`src/rtl/alu_multicycle.sv`:
```
// Multi-cycle ALU with valid/ready handshake: single-cycle logic/arith/shift ops plus
// iterative shift-add multiply and restoring divide (one bit per cycle).
module alu_multicycle #(
    parameter int unsigned WIDTH = 32
) (
    input  logic             clk,
    input  logic             rst,
    input  logic             in_valid,
    output logic             in_ready,
    input  logic [4:0]       op,
    input  logic [WIDTH-1:0] a,
    input  logic [WIDTH-1:0] b,
    output logic             out_valid,
    input  logic             out_ready,
    output logic [WIDTH-1:0] result,
    output logic [WIDTH-1:0] result_hi,
    output logic             zero,
    output logic             overflow,
    output logic             div_by_zero
);
    localparam int unsigned SHW = $clog2(WIDTH);
    localparam int unsigned M   = WIDTH - 1;
    localparam logic [SHW-1:0] CntLast = SHW'(WIDTH - 1);

    localparam logic [4:0] OpAdd  = 5'b00000, OpAddu = 5'b00001, OpSub = 5'b00010;
    localparam logic [4:0] OpSubu = 5'b00011, OpAnd  = 5'b00100, OpOr  = 5'b00101;
    localparam logic [4:0] OpXor  = 5'b00110, OpNor  = 5'b00111, OpSlt = 5'b01000;
    localparam logic [4:0] OpSltu = 5'b01001, OpSll  = 5'b01010, OpSra = 5'b01011;
    localparam logic [4:0] OpSrl  = 5'b01100, OpEq   = 5'b01101, OpNe  = 5'b01110;

    typedef enum logic [1:0] {StIdle, StExec, StDone} state_e;

    state_e           state_q, state_d;
    logic [SHW-1:0]   cnt_q, cnt_d;
    logic [WIDTH-1:0] hi_q, hi_d, lo_q, lo_d, m_q, m_d;
    logic             div_q, div_d, neg_q, neg_d, rneg_q, rneg_d, dbz_q, dbz_d;
    logic [WIDTH-1:0] result_q, result_d, result_hi_q, result_hi_d;
    logic             zero_q, zero_d, overflow_q, overflow_d, div_by_zero_q, div_by_zero_d;

    logic             in_fire, is_mc;
    logic [WIDTH-1:0] sum, diff, alu_res, mag_a, mag_b;
    logic             alu_ovf, alu_known, big_shift;
    logic [SHW-1:0]   shamt;

    assign in_ready = !rst && (state_q == StIdle || (state_q == StDone && out_ready));
    assign in_fire  = in_valid && in_ready;
    assign is_mc    = (op[4:2] == 3'b100);
    // op[0] marks the signed variants of MUL/DIV
    assign mag_a    = (op[0] && a[M]) ? ('0 - a) : a;
    assign mag_b    = (op[0] && b[M]) ? ('0 - b) : b;

    always_comb begin
        sum       = a + b;
        diff      = a - b;
        big_shift = |b[WIDTH-1:SHW];
        shamt     = b[SHW-1:0];
        alu_res   = '0;
        alu_ovf   = 1'b0;
        alu_known = 1'b1;
        case (op)
            OpAdd: begin
                alu_res = sum;
                alu_ovf = (a[M] == b[M]) && (sum[M] != a[M]);
            end
            OpAddu: alu_res = sum;
            OpSub: begin
                alu_res = diff;
                alu_ovf = (a[M] != b[M]) && (diff[M] != a[M]);
            end
            OpSubu: alu_res = diff;
            OpAnd:  alu_res = a & b;
            OpOr:   alu_res = a | b;
            OpXor:  alu_res = a ^ b;
            OpNor:  alu_res = ~(a | b);
            OpSlt:  alu_res[0] = $signed(a) < $signed(b);
            OpSltu: alu_res[0] = a < b;
            OpSll:  alu_res = big_shift ? '0 : (a << shamt);
            OpSra:  alu_res = big_shift ? {WIDTH{a[M]}} : WIDTH'($signed(a) >>> shamt);
            OpSrl:  alu_res = big_shift ? '0 : (a >> shamt);
            OpEq:   alu_res[0] = (a == b);
            OpNe:   alu_res[0] = (a != b);
            default: alu_known = 1'b0;
        endcase
    end

    logic [WIDTH:0]     mul_sum, div_sh, div_diff;
    logic [WIDTH-1:0]   addend, step_hi, step_lo, quo, rem, fin_res, fin_hi;
    logic [2*WIDTH-1:0] prod, prod_s;

    always_comb begin
        addend   = lo_q[0] ? m_q : {WIDTH{1'b0}};
        mul_sum  = {1'b0, hi_q} + {1'b0, addend};
        div_sh   = {hi_q, lo_q[M]};
        div_diff = div_sh - {1'b0, m_q};
        if (!div_q) begin
            {step_hi, step_lo} = {mul_sum, lo_q[WIDTH-1:1]};
        end else if (!div_diff[WIDTH]) begin
            step_hi = div_diff[WIDTH-1:0];
            step_lo = {lo_q[WIDTH-2:0], 1'b1};
        end else begin
            step_hi = div_sh[WIDTH-1:0];
            step_lo = {lo_q[WIDTH-2:0], 1'b0};
        end
        // Sign correction is folded into the last iteration
        prod   = {step_hi, step_lo};
        prod_s = neg_q ? ('0 - prod) : prod;
        quo    = neg_q ? ('0 - step_lo) : step_lo;
        rem    = rneg_q ? ('0 - step_hi) : step_hi;
        if (div_q) begin
            fin_res = dbz_q ? '1 : quo;
            fin_hi  = rem;
        end else begin
            fin_res = prod_s[WIDTH-1:0];
            fin_hi  = prod_s[2*WIDTH-1:WIDTH];
        end
    end

    always_comb begin
        state_d       = state_q;
        cnt_d         = cnt_q;
        hi_d          = hi_q;
        lo_d          = lo_q;
        m_d           = m_q;
        div_d         = div_q;
        neg_d         = neg_q;
        rneg_d        = rneg_q;
        dbz_d         = dbz_q;
        result_d      = result_q;
        result_hi_d   = result_hi_q;
        zero_d        = zero_q;
        overflow_d    = overflow_q;
        div_by_zero_d = div_by_zero_q;
        case (state_q)
            StExec: begin
                hi_d  = step_hi;
                lo_d  = step_lo;
                cnt_d = cnt_q + 1'b1;
                if (cnt_q == CntLast) begin
                    state_d       = StDone;
                    cnt_d         = '0;
                    result_d      = fin_res;
                    result_hi_d   = fin_hi;
                    zero_d        = (fin_res == '0);
                    overflow_d    = 1'b0;
                    div_by_zero_d = div_q && dbz_q;
                end
            end
            StDone: if (out_ready) state_d = StIdle;
            default: ;
        endcase
        if (in_fire) begin
            if (is_mc) begin
                state_d = StExec;
                cnt_d   = '0;
                hi_d    = '0;
                lo_d    = op[1] ? mag_a : mag_b;
                m_d     = op[1] ? mag_b : mag_a;
                div_d   = op[1];
                neg_d   = op[0] && (a[M] ^ b[M]);
                rneg_d  = op[0] && a[M];
                dbz_d   = op[1] && (b == '0);
            end else begin
                state_d       = StDone;
                result_d      = alu_res;
                result_hi_d   = '0;
                zero_d        = alu_known && (alu_res == '0);
                overflow_d    = alu_ovf;
                div_by_zero_d = 1'b0;
            end
        end
    end

    always_ff @(posedge clk or posedge rst) begin
        if (rst) begin
            state_q       <= StIdle;
            cnt_q         <= '0;
            hi_q          <= '0;
            lo_q          <= '0;
            m_q           <= '0;
            div_q         <= 1'b0;
            neg_q         <= 1'b0;
            rneg_q        <= 1'b0;
            dbz_q         <= 1'b0;
            result_q      <= '0;
            result_hi_q   <= '0;
            zero_q        <= 1'b0;
            overflow_q    <= 1'b0;
            div_by_zero_q <= 1'b0;
        end else begin
            state_q       <= state_d;
            cnt_q         <= cnt_d;
            hi_q          <= hi_d;
            lo_q          <= lo_d;
            m_q           <= m_d;
            div_q         <= div_d;
            neg_q         <= neg_d;
            rneg_q        <= rneg_d;
            dbz_q         <= dbz_d;
            result_q      <= result_d;
            result_hi_q   <= result_hi_d;
            zero_q        <= zero_d;
            overflow_q    <= overflow_d;
            div_by_zero_q <= div_by_zero_d;
        end
    end

    assign out_valid   = (state_q == StDone);
    assign result      = result_q;
    assign result_hi   = result_hi_q;
    assign zero        = zero_q;
    assign overflow    = overflow_q;
    assign div_by_zero = div_by_zero_q;

endmodule

```
`config.mk`:
```
export PLATFORM = sky130hd
export DESIGN_NAME = alu_multicycle
export DESIGN_NICKNAME = d
export VERILOG_FILES = /design/src/rtl/alu_multicycle.sv
export SDC_FILE = /design/constraint.sdc
export NUM_CORES = 1
export LEC_CHECK = 0
export CORE_MARGIN = 2
export CORE_UTILIZATION = 40
export DETAILED_ROUTE_END_ITERATION = 7
export PLACE_DENSITY = 0.56
export SETUP_SLACK_MARGIN = 0.02
export SYNTH_ARGS = -nofsm -noshare
export SYNTH_HDL_FRONTEND = slang
export SYNTH_SLANG_ARGS = --single-unit
```
`constraint.sdc`:
```
create_clock -name clk -period 4.9 [get_ports clk]
set_input_delay 0.49 -clock clk [delete_from_list [all_inputs] [get_ports clk]]
set_output_delay 0.49 -clock clk [all_outputs]
set_load 0.005 [all_outputs]
```
==> qor.yml <==
area_growth_pct: 26.9
port_buffers: 141
grt_pass1_vias: 28600
cp-end-kind: "flop"
p_per_area_nw_per_um2: 621
synthTopCellsByArea: "dfrtp_1 17%, ha_1 8.0%, a21oi_1 5.8%"
critPathMostFrequentCell: "inv_2"
numCtsBuffers: 17
rsz0062_at_grt: "true"
synth_top_family_by_area: "compound AO/OA/AOI/OAI gates"
synth_area_per_cell_um2: 7.45
dp_slack_ns: -0.471
cap_violations: 0
dieArea_um2: 67500
synthAdderAreaFrac_pct: 8.29
async_flop_share_pct: 100
max-slew-margin-rel_pct: 24.9
skew_ns: 0.0213
peakVddDrop_mv: 0.458
dp_hpwl_um: 106000
rows: 93
synthCells: 3513
core_area_um2: 64600
critPathLaunch: "lo_q[31]"
finalWeightedCongestion: 1.05
clockRootBuffer: "clkbuf_16"
hold_viol_final: 0
yosysTopAreaCell: "dfrtp_1"
synth_top_cell_area_share_pct: 16.6
synthMuxAreaShare_pct: 10.4
gr-total-overflow: 0
cp_max_fo: 7
synth_nets: 3757
fin_util_pct: 51.5
clk_latency_ns: 0.48
setup_ws_ns: -0.163
crit_arrival_ns: 5.46
clk_path_buf_depth: 2
hold_class: "in2async"
cp_slowest_cell: "or4_4"
start_util_pct: 40.5
grt_pass1_wl_um: 188000
vias_per_cell: 6.12
final_max_slew_viol_count: 0
yosysWarnings: 0
ys.flop_type: "dfrtp_1"
max_freq_ghz: 0.198
setup_viol_count_final: 4
period_needed_ns: 5.06
ioPinCount: 142
die_w_um: 260
netlist_area_um2: 26200
cts_tree: "done"
drive_above_1_share_pct: 21.9
worstMarginPinSlew_ns: 1.11
grt_max_degree: 84
antenna_left: 0
cellLeakagePower_nw: 14.2
htree_levels: 4
grtUsageTotal_pct: 37.4
total_power_mw: 20.7
wire_per_inst_um: 26.2
crit_type: "reg2reg"
required_ns: 5.30
synth_most_common_cell: "nor2_1"
synth_compound_area_share_pct: 28.9
ys_seq_elements: 174
antenna_found_initial: 3
synth-simple-area-share_pct: 22.0
clk_pin_slew_ns: 0.08
start_kind: "flop"
fin_tns_setup_ns: -0.257
drt_first_pass_iters: 6
yosysUniqueCellTypes: 122
drtIter0Drc: 3014
wl_um: 129000
die_h_um: 260
hold_slack_ns: 0.457
drc: 0
crit-reg2reg-launch: "lo_q[31]"
hold_buffers: 0
nNetsFinal: 4288
num_antenna_cells: 0
cts.sinks: 174
period_share_pct: 103
outcome: "complete, but fails checks"
crit_path_max_incr_delay_ns: 0.53
synth-edff-count: 0
synth_commonest_cells: "359 x nor2_1, 357 x nand2_1, 304 x a21oi_1"
synth-xor-area-share_pct: 6.92
violations: "setup timing"
via_count: 30100
ys_seq_area_share_pct: 16.6
logic make-up (layout without fill, tap and decap cells):
| group | count (synthesis) | after routing |
|---|---|---|
| AND/OR/NAND/NOR | 1195 | 1195 |
| AO/OA/AOI/OAI | 1155 | 1155 |
| buffers and inverters | 421 | 965 |
| XOR/XNOR | 207 | 207 |
| multiplexers | 190 | 190 |
| flip-flops | 174 | 174 |
| adder cells (fa/ha/maj) | 171 | 171 |
stage by stage:
stage / std cells / cell area, um2
after floorplan: 3513 / 26200
after global placement: 4869 / 32300
after detailed placement: 4869 / 32300
after CTS: 4903 / 33000
after global routing: 4912 / 33200
final: 4912 / 33200
area by class of cell:
cell class	count	area, um2
Timing Repair Buffer	772	6260
Tap cell	855	1070
Fill cell	6501	31400
Multi-Input combinational cell	2918	20300
Clock inverter	14	168
Inverter	161	608
Clock buffer	18	439
Sequential cell	174	4360
critical path, delay by kind of cell (launching register included):
kind / cells / cell delay [ns]
and+or+nand+nor: 10 / 1.93
xor gates and xnor gates: 1 / 0.17
adders and majority gates: 3 / 0.67
AOI/OAI and AO/OA: 7 / 1.50
DFF: 1 / 0.39
buffers and inverters: 4 / 0.31
layer usage:
metal / share of wire (%) / GRT usage (%) / up-vias
li1: - / - / 14000
met1: 39 / 45.3 / 14500
met4: 8.0 / 25.3 / 4
met2: 47 / 62.3 / 1292
met5: 0.020 / 0 / -
met3: 6.1 / 4.25 / 340
report_power, final:
group          leakage (nW)  internal, mW  switching [mW]  total, mW
registers              2.22          2.07           0.500       2.57
clock network         0.295         0.744           0.722       1.47
logic                  11.7          7.08            9.53       16.6
total                  14.2          9.90            10.8       20.7
registers in the layout (all words and copies together) (netlist names), 2 cells and up:
signal,count
lo_q,32
m_q,32
cnt_q,5
state_q,2
result_hi,32
result,32
hi_q,32
path summary, 6_finish.rpt:
check                      slack, ns           end  cells after the start
hold / removal                  0.46  result_hi[5]                      2
hold reg to reg                 0.49  result_hi[8]                      2
max in group asynchronous       3.28       lo_q[0]                      3
setup reg to reg               -0.16          zero                     25
setup / recovery               -0.16          zero                     25
min in group clk                0.49  result_hi[8]                      2
repair_timing:
item / 4_1_cts / 5_1_grt
pin swaps: 14 / 31
setup endpoints to repair: 21 / 27
hold endpoints to repair: 0 / 0
setup buffers: 2 / 9
gates resized for setup: 23 / 37
cells in the final DEF, fill, tap and decap left out, types with 53 or more instances in the layout:
cell | Yosys | final
and2_1 | 55 | 53
inv_1 | 158 | 154
mux2i_1 | 99 | 99
mux4_2 | 63 | 63
nor3_1 | 96 | 95
nand2_1 | 357 | 353
buf_4 | 3 | 620
xnor2_1 | 157 | 156
nand3_1 | 65 | 64
nor2_1 | 359 | 356
o211ai_1 | 97 | 97
clkdlybuf4s50_1 | 0 | 136
o21ai_0 | 288 | 280
dfrtp_1 | 174 | 172
a21oi_1 | 304 | 299
ha_1 | 167 | 164
(Power assumes the default switching activity.)
